--- config.mk ---
export PLATFORM = sky130hd
export DESIGN_NAME = banco_bandas
export DESIGN_NICKNAME = d
export VERILOG_FILES = /design/src/rtl/bandas_pkg.sv /design/src/rtl/banco_bandas_mem.sv /design/src/rtl/banco_bandas.sv
export SDC_FILE = /design/constraint.sdc
export NUM_CORES = 1
export LEC_CHECK = 0
export CAP_MARGIN = 10
export CORE_MARGIN = 10
export CORE_UTILIZATION = 40
export CTS_BUF_LIST = sky130_fd_sc_hd__clkbuf_4 sky130_fd_sc_hd__clkbuf_8 sky130_fd_sc_hd__clkbuf_16
export DETAILED_ROUTE_END_ITERATION = 10
export GPL_ROUTABILITY_DRIVEN = 0
export MAX_ROUTING_LAYER = met4
export SYNTH_ARGS = -nofsm -noshare
export SYNTH_HDL_FRONTEND = slang
export SYNTH_SLANG_ARGS = --single-unit
--- constraint.sdc ---
create_clock -name clk -period 5 [get_ports clk]
set_input_delay 0.75 -clock clk [delete_from_list [all_inputs] [get_ports clk]]
set_output_delay 0.75 -clock clk [all_outputs]
set_load 0.01 [all_outputs]
--- src/rtl/bandas_pkg.sv ---
// Shared definitions for the band FIFO bank: default geometry and band word type.
package bandas_pkg;
   localparam int WIDTH_DEF = 25;
   localparam int DEPTH_DEF = 8;

   typedef logic [WIDTH_DEF-1:0] banda_t;
endpackage

--- src/rtl/banco_bandas_mem.sv ---
// DEPTH x WIDTH band storage: one synchronous write port, combinational read at the head.
module mem_bandas
   import bandas_pkg::*;
#(
   parameter int WIDTH = WIDTH_DEF,
   parameter int DEPTH = DEPTH_DEF,
   localparam int AW = $clog2(DEPTH)
) (
   input  logic             clk,
   input  logic             we,
   input  logic [AW-1:0]    waddr,
   input  logic [WIDTH-1:0] wdata,
   input  logic [AW-1:0]    raddr,
   output logic [WIDTH-1:0] rdata
);

   logic [WIDTH-1:0] mem [DEPTH];

   // Storage write; contents intentionally survive reset.
   always_ff @(posedge clk) begin
      if (we) begin
         mem[waddr] <= wdata;
      end
   end

   assign rdata = mem[raddr];

endmodule

--- src/rtl/banco_bandas.sv ---
// Band FIFO bank: pointers, occupancy counter, sticky error and rotate-to-tail mode.
module banco_bandas
   import bandas_pkg::*;
#(
   parameter int WIDTH = WIDTH_DEF,
   parameter int DEPTH = DEPTH_DEF,
   localparam int AW = $clog2(DEPTH)
) (
   input  logic             clk,
   input  logic             reset,
   input  logic [WIDTH-1:0] in,
   input  logic             escribir,
   input  logic             leer,
   input  logic             rotar,
   output logic [WIDTH-1:0] out,
   output logic             valido,
   output logic             lleno,
   output logic             vacio,
   output logic [AW:0]      cuenta,
   output logic             error
);

   localparam logic [AW:0] CUENTA_LLENA = (AW+1)'(DEPTH);

   logic [AW-1:0]    rd_ptr;
   logic [AW-1:0]    wr_ptr;
   logic [WIDTH-1:0] cabeza;
   logic             rd_ok;
   logic             wr_ok;
   logic             rot_ok;
   logic             ilegal;
   logic             mem_we;
   logic [WIDTH-1:0] mem_wdata;

   // Flags come straight from the registered counter, so they cannot glitch.
   assign lleno = (cuenta == CUENTA_LLENA);
   assign vacio = (cuenta == '0);

   mem_bandas #(
      .WIDTH (WIDTH),
      .DEPTH (DEPTH)
   ) u_mem (
      .clk   (clk),
      .we    (mem_we),
      .waddr (wr_ptr),
      .wdata (mem_wdata),
      .raddr (rd_ptr),
      .rdata (cabeza)
   );

   // Accept/reject decisions for this cycle's strobes.
   always_comb begin
      rd_ok  = leer && !vacio;
      wr_ok  = escribir && (!lleno || rd_ok);
      rot_ok = rotar && !leer && !escribir && !vacio;
      ilegal = (escribir && lleno && !rd_ok)
             || (leer && vacio)
             || (rotar && (leer || escribir))
             || (rotar && vacio);
      mem_we = wr_ok || rot_ok;
      if (rot_ok) begin
         mem_wdata = cabeza;
      end else begin
         mem_wdata = in;
      end
   end

   // Pointer, counter, output and error state.
   always_ff @(posedge clk) begin
      if (reset) begin
         rd_ptr <= '0;
         wr_ptr <= '0;
         cuenta <= '0;
         out    <= '0;
         valido <= 1'b0;
         error  <= 1'b0;
      end else begin
         valido <= rd_ok || rot_ok;
         if (rd_ok || rot_ok) begin
            out    <= cabeza;
            rd_ptr <= rd_ptr + AW'(1);
         end
         // A full-bank rotate rewrites the head slot in place: both pointers move together.
         if (wr_ok || rot_ok) begin
            wr_ptr <= wr_ptr + AW'(1);
         end
         case ({wr_ok, rd_ok})
            2'b10:   cuenta <= cuenta + (AW+1)'(1);
            2'b01:   cuenta <= cuenta - (AW+1)'(1);
            default: cuenta <= cuenta;
         endcase
         if (ilegal) begin
            error <= 1'b1;
         end
      end
   end

endmodule

* After elaboration in Yosys (flattened, before gate mapping) *
Memories as Yosys holds them, arrays and structs flattened. A register that Yosys moved wholly into a read port is not among the register bits.
Cells that the tools add are included.
W data, S select, Z words.

storage, ports and cells
  register bits after elaboration = 37
  latch bits = 0
  memory bits (writable) = 200
  memory bits (read-only) = 0
  bits of input ports = 30
  output and inout bits = 33
  word-level logic and storage cells = 44
  memories = 1

memories
  memory     depth  width  read ports  clocked after Yosys merged registers in  write ports  RTL line                source
  u_mem.mem  8      25     1           1                                        1            banco_bandas_mem.sv:17  logic [WIDTH-1:0] mem [DEPTH];

cells by class
  $add $sub $neg = 4
  multipliers = 0
  divide/modulo/power cells = 0
  $lt $le $gt $ge = 0
  equal/unequal tests = 3
  shift operators = 0
  mux-type cells = 6
  bitwise operators = 0
  reductions and logical operators = 24

operator list
  operator               number
  $mux W25               1
  $logic_and A1 B1 Y1    10
  $pmux W4 S2            1
  $logic_or A1 B1 Y1     7
  $add A3 B1 Y3 const B  2
  $mux W3                2
  $logic_not A1 Y1       5
  $add A4 B1 Y4 const B  1
  $eq A4 B4 Y1 const B   1
  $logic_not A4 Y1       1
  $sub A4 B1 Y4 const B  1
  $eq A2 B1 Y1 const B   1
  $eq A2 B2 Y1 const B   1
  $mux W1                2
  $reduce_bool A2 Y1     1

* Longest topological paths before layout *
Gate-level depths: netlist (run 1).

  depth in word-level cells = 8
  depth in mapped cells = 10
  depth with buffers taken out = 9

* Cells and area by module *
Synthesis (run 1) repeated with hierarchy kept, for this count alone.

second synthesis, totals
  cells, all modules = 518
  area total of the unflattened synthesis = 9,615.5 sq um

modules (own cells, without submodules)
  module        times used  cells an instance  area each (sq um)  sequential area each (sq um)
  mem_bandas    1           303                7,761.2            6,005.8
  banco_bandas  1           215                1,854.3            740.7

* Least setup slack after synthesis (run 1) *
No wires, ideal clock.

  kind = input to register
  start point = input port leer
  end point = memory u_mem.mem[2][0] (netlist bit) (enable)
  setup time = 0.444 ns
  data arrival time = 3.490 ns
  data required time = 4.556 ns
  setup slack = 1.067 ns
  stages = 4
  path buffers = 0
  cell sequence = and3b_2 o21a_1 or3_1 nor3b_1

between the ends
  cells in the longest elaborated chain, start to end = 7
  elaborated cells on any way between the ends = 10
  classes of those cells = mux (2); reduce/logical (8)

ends and longest elaborated chain
  element                           RTL line                source
  start: declaration                banco_bandas.sv:13      input logic leer,
  $logic_not A1 Y1                  banco_bandas.sv:55      rot_ok = rotar && !leer && !escribir && !vacio;
  $logic_and A1 B1 Y1 (3 in a row)  banco_bandas.sv:55
  $logic_or A1 B1 Y1 *              banco_bandas.sv:60      mem_we = wr_ok || rot_ok;
  $mux W1 *                         banco_bandas_mem.sv:21  if (we) begin
  $mux W1 (implied by the code) *   banco_bandas_mem.sv:22  mem[waddr] <= wdata;
  end: declaration                  banco_bandas_mem.sv:17

Every way passes the cells marked *; elsewhere a longest branch is shown, timed or not.

* Final worst setup path (run 1) *
  start point = register cuenta[1]
  end point = output port lleno

between the ends
  cells in the longest elaborated chain, start to end = 1

ends and longest elaborated chain
  element                   RTL line            source
  start: declaration        banco_bandas.sv:19  output logic [AW:0] cuenta,
  start signal: assignment  banco_bandas.sv:88  2'b10: cuenta <= cuenta + (AW+1)'(1);
  start signal: assignment  banco_bandas.sv:89  2'b01: cuenta <= cuenta - (AW+1)'(1);
  start signal: assignment  banco_bandas.sv:90  default: cuenta <= cuenta;
  $eq A4 B4 Y1              banco_bandas.sv:36  assign lleno = (cuenta == CUENTA_LLENA);
  end: declaration          banco_bandas.sv:17  output logic lleno,

Every way passes these cells.

==> results of run 1 <==
-- where the power goes --
group	switching [mW]	internal [mW]	total [mW]
sequential	0.209	2.47	2.68
clock	0.753	1.26	2.01
combinational	0.589	0.628	1.22
-- metrics by stage --
step | instance area, µm² | util [%] | cells
6_report | 11300 | 48.5 | 918
5_1_grt | 11300 | 48.5 | 918
4_1_cts | 11300 | 48.5 | 918
3_5_place_dp | 10400 | 44.4 | 869
3_3_place_gp | 10400 | 44.4 | 869
2_1_floorplan | 9430 | - | 506
-- cell type report --
cell class	count	area, µm²	area share [%]
clock buffer	39	827	7.31
clock inverter	10	121	1.07
inverter	5	18.8	0.166
multi-input combinational	230	2410	21.3
sequential	240	6810	60.2
tap	319	399	3.53
timing repair buffer	75	718	6.35
-- sequential cells by signal, summed over array words and instances (netlist names), named ones only --
signal,count
out,25
error,1
valido,1
rd_ptr,3
wr_ptr,3
cuenta,4
u_mem.mem,200
-- synthesized netlist by cell type, types with 2 or more instances --
master	number	area share, %
mux2i_1	26	2.8
clkbuf_1	7	0.28
clkbuf_2	2	0.11
dfxtp_1	40	8.5
edfxtp_1	200	64
mux4_2	41	9.8
o21ai_0	32	1.7
buf_6	5	0.60
xor2_1	2	0.19
o2bb2ai_1	24	2.2
mux4_1	9	2.5
inv_1	5	0.20
a21oi_1	6	0.32
buf_12	2	0.42
nor2b_1	2	0.13
nand2b_1	3	0.20
nor3_1	4	0.21
ha_1	3	0.40
xnor2_1	2	0.19
nor3b_1	2	0.16
a21o_1	2	0.16
buf_1	3	0.12
nor2_1	16	0.64
nand3_1	3	0.16
nand2_1	27	1.1
a31oi_1	4	0.27
buf_2	9	0.48
-- cell usage in the layout (no fill, tap or decap), drive strengths merged, types with 3 or more instances in the layout --
cell type	netlist	layout
o21ai	33	33
mux2i	26	26
buf	20	13
a31oi	4	4
a21oi	6	6
nor2	16	16
dfxtp	40	40
nand3	3	3
nor3	4	4
clkinv	0	4
edfxtp	200	200
clkdlybuf4s50	0	62
inv	5	7
nand2	27	27
nand2b	3	3
ha	3	3
clkbuf	10	39
o2bb2ai	25	25
mux4	50	50
-- cell families after synthesis --
kind of cell	count (synthesis)
AOI/OAI and AO/OA	78
xor gates and xnor gates	4
adders and majority gates	3
buffers and inverters	36
DFF	240
muxes	77
and+or+nand+nor	68
-- layer usage --
metal  part of all wire, %  GRT usage [%]
met3                   6.6           2.22
met1                    42           16.2
met5                     0              -
met4                   1.3           3.05
met2                    50           20.8
-- worst max path at each step --
stage,from,endpoint,slack [ps],depth (start not counted)
3_5_place_dp,escribir,u_mem.mem[0][1],1430,6
2_1_floorplan,leer,u_mem.mem[2][0],1070,4
5_1_grt,cuenta[1],lleno,1780,3
4_1_cts,cuenta[1],lleno,1890,3
3_3_place_gp,leer,u_mem.mem[0][1],1480,6
6_report,cuenta[1],lleno,1920,3
-- worst max-delay path: stages (launching register included) --
cell and delay, ps:
dfxtp_1 440, nor3_1 600, and2_2 250, clkdlybuf4s50_1 540
==> metrics.md, run 1 <==
| Metric | Value |
|---|---|
| Hold crit path type | `reg -> reg` |
| Setup TNS | `0 ps` |
| Rows | `56` |
| Fin worst setup slack | `between 1500 and 2000 ps` |
| Clock Latency Late Sink | `just over 500 ps` |
| LEAKAGE | `approximately 3.6 nW` |
| Reg2Reg Setup Slack | `approximately 2300 ps` |
| Gr ovfl total | `0` |
| DRC viols | `0` |
| First-pass iteration count of the detailed router | `5` |
| Via/cell ratio | `5.21` |
| Tmin final | `about 3100 ps` |
| Fill count | `slightly below 2000` |
| First-pass GRT wire length | `29500 µm` |
| I/O Buffers | `62` |
| Worst hold path startpoint | `out[16]` |
| Area grow syn2layout | `19.9%` |
| Root buffer cell | `clkbuf_16` |
| Sequential element share of the synthesized area | `roughly 72%` |
| Distinct cells, synth | `52` |
| RR Endpoint | `u_mem.mem[0][12]` |
| Net count, final | `roughly 600` |
| Startpoint Class | `flip-flop` |
| Post-route ant nets | `0` |
| Post-CTS Setup Inserts | `0` |
| Compound-cell area share of the yosys netlist | `~5.8%` |
| Setup slack at placement | `about 1400 ps` |
| Post-Syn Area per Cell | `approximately 19 µm²` |
| Post-synthesis mux area share | `15.2%` |
| Largest net degree at the start of global routing | `51` |
| TritonCTS clock tree | `built` |
| Cts hold-fix bufs | `0` |
| Final number of hold-violating endpoints | `0` |
| Syn_nets | `between 500 and 600` |
| Synth async-reset ratio | `0%` |
| CTS Buf Count | `27` |
| Starting Density | `between 40 and 50%` |
| Total number of yosys warnings | `0` |
| Max Slew Vio Count | `0` |
| Max Cap Viol | `0` |
| Hold depth | `1` |
| Core Area | `around 23000 µm²` |
| Synthesized area | `around 9400 µm²` |
| Post-Synth XOR/XNOR Area | `less than 1%` |
| WHS Endpoint | `out[16]` |
| Initial drt markers | `about 360` |
| Vias in the first global route | `5013` |
| Worst r2r path cells | `4` |
| Peak supply drop | `about 0.00027 V` |
| Maximum clock insertion buffer count | `3` |
| Synth Area in Simple Gates | `3.50%` |
| DIE AREA | `~30000 µm²` |
| Yosys reg bits | `between 200 and 250` |
| Power Total | `5.91 mW` |
| Fraction of layout cells with a size suffix above 1 | `a little over a fifth` |
| Slew @ Worst Pin | `around 1000 ps` |
| Ports | `63` |
| Period utilization | `61.6%` |
| CTS sink cnt | `240` |
| Largest family of logic cells by synthesized area | `multiplexers` |
| Clock-pin slew on the worst setup and hold paths | `about 60 ps` |
| Skew final | `10.1 ps` |
| Routed len/inst | `between 20 and 25 µm` |
| DR vias | `roughly 4800` |
| Ant diodes | `0` |
| Die width | `about 170 µm` |
| WL final | `~19000 µm` |
| CTS-repair resized insts | `0` |
| Synth Flop Type | `edfxtp_1` |
| Status | `complete, no violations` |
| Synth Instances | `approximately 510` |
| Setup CP Type | `reg -> out` |
| H-tree depth | `1` |
| Initial antenna violation count | `0` |
| CP Max Fanout | `13` |
| RSZ-0062 raised after global routing | `false` |
| Adder-cell share of the synthesized area | `0.398%` |
| Crit end category | `output pin` |
| Die height | `174 µm` |
| Relative slew slack | `31.0%` |
| Post-synth EDFFs | `200` |
| F_max | `~320 MHz` |
| Data required, critical path | `roughly 4300 ps` |
| GRT Resource Usage Total | `12.7%` |
| Crit path DAT | `between 2000 and 2500 ps` |
| Final setup vio count | `0` |
| PwrDens | `522 nW/µm²` |
| Post-DP HPWL | `10400 µm` |
| Final hold slack | `around 460 ps` |
Note: power is estimated with default switching activity, not from simulation.
==> run 2, diff against run 1 <==
==> constraint.sdc (replaced) <==
create_clock -name clk -period 2.9 [get_ports clk]
set_input_delay 0.435 -clock clk [delete_from_list [all_inputs] [get_ports clk]]
set_output_delay 0.435 -clock clk [all_outputs]
set_load 0.01 [all_outputs]
==> metrics.md, run 2 (synthesis results as in run 1) <==
| Metric | Value |
|---|---|
| Switching fraction of total power | `26.5% (+0.23 points)` |
| Clock-pin slew on the worst setup and hold paths | `60 ps (about the same)` |
| Int Power | `7.38 mW (+70%)` |
| Maximum clock insertion buffer count | `3 (unchanged)` |
| Relative slew slack | `39.8% (+8.8 points)` |
| Startpoint Class | `flip-flop` |
| DIE AREA | `30100 µm² (unchanged)` |
| Largest net degree at the start of global routing | `51 (unchanged)` |
| Ant diodes | `0 (unchanged)` |
| Tmin final | `between 2000 and 3000 ps` |
| Max Slew Vio Count | `0 (unchanged)` |
| Setup TNS | `0 ps (unchanged)` |
| CP Max Fanout | `10 (-3)` |
| Gr ovfl total | `0 (unchanged)` |
| Finished Layout Cells | `923 (+0.54%)` |
| Via/cell ratio | `5.24 (+0.56%)` |
| Max Cap Viol | `0 (unchanged)` |
| Final setup vio count | `0 (unchanged)` |
| Logic pwr share | `23.8% (+3.2 points)` |
| Crit end category | `output pin` |
| Clock Latency Late Sink | `500 ps (about the same)` |
| Power Total | `10.0 mW (+70%)` |
| Multi-input gate area | `2440 µm² (+1.2%)` |
| GRT Resource Usage Total | `13.0% (+0.31 points)` |
| TritonCTS clock tree | `built` |
| Crit path DAT | `2240 ps (-90 ps)` |
| WL final | `19300 µm (+3.0%)` |
| Met3 Use GR | `2.35% (+0.13 points)` |
| Die height | `174 µm (unchanged)` |
| Fraction of layout cells with a size suffix above 1 | `21.4% (+0.49 points)` |
| Initial antenna violation count | `0 (unchanged)` |
| Inst Count DP | `879 (+1.2%)` |
| Net count, final | `620 (+1.3%)` |
| I/O Buffers | `62 (unchanged)` |
| First-pass GRT wire length | `30200 µm (+2.3%)` |
| Starting Density | `40.4% (unchanged)` |
| Post-CTS Setup Inserts | `0 (unchanged)` |
| Max reg flops | `200 (unchanged)` |
| Area grow syn2layout | `21.4%` |
| Top Usage Layer GRT | `met2` |
| Peak supply drop | `0.000412 V (+52%)` |
| Slew @ Worst Pin | `894 ps (-141 ps)` |
| Fill count | `1926 (-0.52%)` |
| Top flop regs | `u_mem.mem (200), out (25), cuenta (4)` |
| Skew final | `8.65 ps (-1.47 ps)` |
| CTS Buf Count | `25 (-7.4%)` |
| Most frequent cells in the layout | `edfxtp_1, clkdlybuf4s50_1, mux4_2` |
| Die width | `174 µm (unchanged)` |
| H-tree depth | `1 (unchanged)` |
| Reg power frac | `44.8% (-0.6 points)` |
| RSZ-0062 raised after global routing | `false` |
| DR vias | `4839 (+1.1%)` |
| DRC viols | `0 (unchanged)` |
| F_max | `roughly 370 MHz` |
| First-pass iteration count of the detailed router | `4 (-1)` |
| Final number of hold-violating endpoints | `0 (unchanged)` |
| Hold crit path type | `reg -> reg` |
| CTS sink cnt | `240 (unchanged)` |
| Initial drt markers | `300 (-18%)` |
| Net Sw Power | `2.66 mW (+72%)` |
| PwrDens | `877 nW/µm² (+68%)` |
| Data required, critical path | `2470 ps (-1780 ps)` |
| Biggest register | `u_mem.mem` |
| LEAKAGE | `3.68 nW (+0.96%)` |
| Status | `complete, no violations` |
| Routed len/inst | `20.9 µm (+2.4%)` |
| Reg area | `6810 µm² (unchanged)` |
| GR Util met1 | `16.8% (+0.57 points)` |
| Post-DP HPWL | `11000 µm (+5.2%)` |
| Period utilization | `between 90% and 100%` |
| Post-route ant nets | `0 (unchanged)` |
| Clock network power share | `31.4% (-2.6 points)` |
| Core Area | `23300 µm² (unchanged)` |
| Setup CP Type | `reg -> out` |
| Ports | `63 (unchanged)` |
| Met2 Track Usage GR | `21.3% (+0.50 points)` |
| Vias in the first global route | `5178 (+3.3%)` |
| Root buffer cell | `clkbuf_16` |
| Rows | `56 (unchanged)` |
| Commonest non-fill, non-tap cell in the layout | `edfxtp_1` |
==> run 2: changes by cell type in the layout (fill, tap and decap cells not counted), sizes merged <==
cell      delta
buf         +10
clkinv       +6
clkinvlp     -2
inv          -2
clkbuf       -8
bufinv       +1
==> run 2: path summary, 6_finish.rpt <==
kind	startpoint	endpoint	slack [ps]	depth (start not counted)
worst max-delay path	cuenta[3]	vacio	230	3
worst min-delay path	out[0]	out[0]	460	1
worst max register to register	cuenta[3]	cuenta[2]	480	9
worst min register to register	out[0]	out[0]	460	1
==> run 2: cell type report <==
type / count / area share (%)
Tap cell: 319 / 3.49
Sequential cell: 240 / 59.5
Clock buffer: 31 / 5.97
Inverter: 5 / 0.164
Multi-Input combinational cell: 230 / 21.4
Clock inverter: 13 / 1.20
Timing Repair Buffer: 85 / 8.35
==> run 2: per-stage QoR <==
step                utilization (%)  setup slack, ps  hold WS [ps]  cell area, µm²
floorplan                         -             75.4           480            9450
global placement               45.5              142           442           10600
detailed placement             45.5             85.7           446           10600
CTS                            49.1             78.0           465           11400
global route                   49.1              149           479           11500
finish                         49.1              225           459           11500
==> run 2: critical path, cell delays in order (launching register included) <==
cell	delay [ps]
dfxtp_1	420
or4_4	630
inv_1	140
clkdlybuf4s50_1	560
==> run 2: power by group through the flow <==
stage / sequential, mW / combinational, mW / clock (mW)
floorplan: 4.53 / 1.53 / 0
global placement: 4.55 / 2.40 / 0
detailed placement: 4.57 / 2.44 / 0
CTS: 4.50 / 2.45 / 3.24
global route: 4.55 / 2.61 / 3.37
finish: 4.50 / 2.39 / 3.16
==> run 2: what timing repair did <==
action,4_1_cts,5_1_grt
gates resized for setup,0,1
endpoints found under the hold margin,0,0
endpoints found under the setup margin,0,1
hold buffers,0,0
==> run 2: routing by layer <==
layer | wire length [µm] | up-vias
met3 | 1160 | 17
met4 | 216 | 0
met2 | 9550 | 138
met1 | 8360 | 2472
li1 | - | 2212
met5 | 0 | -
==> run 3, diff against run 2 <==
--- a/config.mk
+++ b/config.mk
@@ -11,6 +11,7 @@
 export CTS_BUF_LIST = sky130_fd_sc_hd__clkbuf_4 sky130_fd_sc_hd__clkbuf_8 sky130_fd_sc_hd__clkbuf_16
 export DETAILED_ROUTE_END_ITERATION = 10
 export GPL_ROUTABILITY_DRIVEN = 0
+export GPL_TIMING_DRIVEN = 0
 export MAX_ROUTING_LAYER = met4
 export SYNTH_ARGS = -nofsm -noshare
 export SYNTH_HDL_FRONTEND = slang
==> metrics.md, run 3 (synthesis results as in run 1) <==
| Metric | Value |
|---|---|
| Top Usage Layer GRT | `met2` |
| Finished Layout Cells | `946 (+2.5%)` |
| DR vias | `5040 (+4.2%)` |
| Net count, final | `642 (+3.5%)` |
| Period utilization | `96.4% (+4.2 points)` |
| Clock-pin slew on the worst setup and hold paths | `60 ps (about the same)` |
| Core Area | `23300 µm² (unchanged)` |
| Die width | `174 µm (unchanged)` |
| Relative slew slack | `42.3% (+2.5 points)` |
| Peak supply drop | `0.000453 V (+9.9%)` |
| Routed len/inst | `22.2 µm (+6.2%)` |
| Final number of hold-violating endpoints | `0 (unchanged)` |
| Cell family with most CP delay | `simple AND/OR/NAND/NOR gates` |
| DP Area | `10800 µm² (+1.3%)` |
| Setup CP Type | `in -> reg` |
| Post-route ant nets | `0 (unchanged)` |
| Rows | `56 (unchanged)` |
| Gr ovfl total | `0 (unchanged)` |
| Reg2Reg Setup Slack | `200 ps (-280 ps)` |
| LEAKAGE | `3.73 nW (+1.5%)` |
| Post-DP HPWL | `14000 µm (+27%)` |
| Final core occ | `49.5% (+0.46 points)` |
| CP Max Fanout | `11 (+1)` |
| CP peak stage delay | `590 ps (-40 ps)` |
| Vias in the first global route | `5383 (+4.0%)` |
| Worst r2r path cells | `7 (-2)` |
| TritonCTS clock tree | `built` |
| Fill count | `1919 (-0.36%)` |
| Area grow syn2layout | `22.6%` |
| Startpoint Class | `primary input` |
| Skew final | `17.4 ps (+8.80 ps)` |
| Data required, critical path | `3120 ps (+650 ps)` |
| DRC viols | `0 (unchanged)` |
| RR Endpoint | `u_mem.mem[2][19]` |
| GR Util met1 | `19.1% (+2.4 points)` |
| Met3 Use GR | `2.16% (-0.20 points)` |
| First-pass GRT wire length | `32800 µm (+8.6%)` |
| Crit path DAT | `3010 ps (+770 ps)` |
| WL final | `21000 µm (+8.9%)` |
| Commonest non-fill, non-tap cell in the layout | `edfxtp_1` |
| GRT Resource Usage Total | `14.4% (+1.4 points)` |
| DIE AREA | `30100 µm² (unchanged)` |
| Design area | `11600 µm² (+0.94%)` |
| RSZ-0062 raised after global routing | `false` |
| Crit path depth | `7 (+4)` |
| Max Slew Vio Count | `0 (unchanged)` |
| Final hold slack | `461 ps (+1.37 ps)` |
| Largest net degree at the start of global routing | `23 (-55%)` |
| F_max | `358 MHz (-4.3%)` |
| Hold depth | `1 (unchanged)` |
| First-pass iteration count of the detailed router | `4 (unchanged)` |
| Multi-input gate area | `2460 µm² (+0.61%)` |
| Crit Reg-Reg Startpoint | `cuenta[3]` |
| WHS Endpoint | `out[17]` |
| H-tree depth | `1 (unchanged)` |
| Cts hold-fix bufs | `0 (unchanged)` |
| Die height | `174 µm (unchanged)` |
| Biggest register | `u_mem.mem` |
| Maximum clock insertion buffer count | `3 (unchanged)` |
| Fraction of layout cells with a size suffix above 1 | `21.5% (+0.17 points)` |
| CP bufs+invs | `3 (+1)` |
| Root buffer cell | `clkbuf_16` |
| Clock Latency Late Sink | `520 ps (+20 ps)` |
| CP max stage cell | `clkdlybuf4s50_1` |
| Worst hold path startpoint | `out[17]` |
| Status | `complete, no violations` |
| Initial drt markers | `362 (+21%)` |
| Inst Count DP | `899 (+2.3%)` |
| Initial antenna violation count | `0 (unchanged)` |
| Via/cell ratio | `5.33 (+1.6%)` |
| I/O Buffers | `62 (unchanged)` |
| CTS sink cnt | `240 (unchanged)` |
| Ant diodes | `0 (unchanged)` |
| PwrDens | `868 nW/µm² (-1.1%)` |
| Final setup vio count | `0 (unchanged)` |
| CP cell instances | `clkdlybuf4s50_1 > and3b_2 > o21a_1 > or3_1 > nor3b_4 > buf_8 > buf_16` |
| Hold crit path type | `reg -> reg` |
| Met2 Track Usage GR | `23.1% (+1.8 points)` |
| Max reg flops | `200 (unchanged)` |
| Max Cap Viol | `0 (unchanged)` |
| Worst Setup SP | `leer` |
| CTS Buf Count | `25 (unchanged)` |
| Top flop regs | `u_mem.mem (200), out (25), cuenta (4)` |
| Reg area | `6810 µm² (about the same)` |
| Most frequent cells in the layout | `edfxtp_1, clkdlybuf4s50_1, mux4_2` |
| Crit end category | `flip-flop` |
| Slew @ Worst Pin | `857 ps (-36.9 ps)` |
| Starting Density | `40.4% (unchanged)` |
| Ports | `63 (unchanged)` |
| Tmin final | `2800 ps (+121 ps)` |
## run 3: cell types whose count changed in the layout (fill, tap and decap cells not counted), moves of 5 or more
cell	change
buf_12	-9
buf_2	+9
buf_4	-8
clkbuf_1	+7
buf_8	+7
buf_6	+5
## run 3: worst max-delay path by stage
stage	to	slack, ps
final	u_mem.mem[2][19]	100
after global routing	u_mem.mem[2][19]	20
after CTS	u_mem.mem[0][0]	40
after detailed placement	u_mem.mem[0][0]	-500
after global placement	u_mem.mem[6][19]	-1790
after floorplan	u_mem.mem[4][0]	80
## run 3: final cells by class
| class | instances | area share [%] |
|---|---|---|
| Tap cell | 319 | 3.45 |
| Clock inverter | 14 | 0.769 |
| Clock buffer | 31 | 5.91 |
| Sequential cell | 240 | 58.9 |
| Timing Repair Buffer | 76 | 7.58 |
| Buffer | 31 | 1.96 |
| Inverter | 5 | 0.162 |
| Multi-Input combinational cell | 230 | 21.3 |
## run 3: metrics by stage
stage	power, mW	setup slack [ps]	TNS (ps)
2_1_floorplan	6.06	75.4	0
6_report	10.0	104	0
3_5_place_dp	7.11	-503	-28720
5_1_grt	10.5	20.7	0
4_1_cts	10.1	35.7	0
3_3_place_gp	6.95	-1790	-316080
## run 3: power by group
group | switching [mW] | leakage, nW | internal [mW]
registers | 0.193 | 2.14 | 4.25
clock network | 1.25 | 0.394 | 1.75
logic | 1.32 | 1.20 | 1.26
## run 3: repair_timing
item                                    CTS  global route
hold endpoints to repair                  0             0
gates resized for setup                   0             1
buffers inserted                          0             2
endpoints found under the setup margin    0            10
## run 3: worst register-to-register path, stage by stage, from the launching register on
cell and delay, ps:
dfxtp_1 320, buf_6 140, and3b_2 230, o21a_1 230, or3_1 540, nor3b_4 540
buf_8 240, buf_16 160
## run 3: per-layer routing
metal / part of all wire [%] / wire, µm / vias to the layer above
met4: 1.6 / 332 / 0
met3: 6.0 / 1270 / 28
met2: 49 / 10300 / 152
li1: - / - / 2258
met1: 43 / 9050 / 2602
met5: 0 / 0 / -
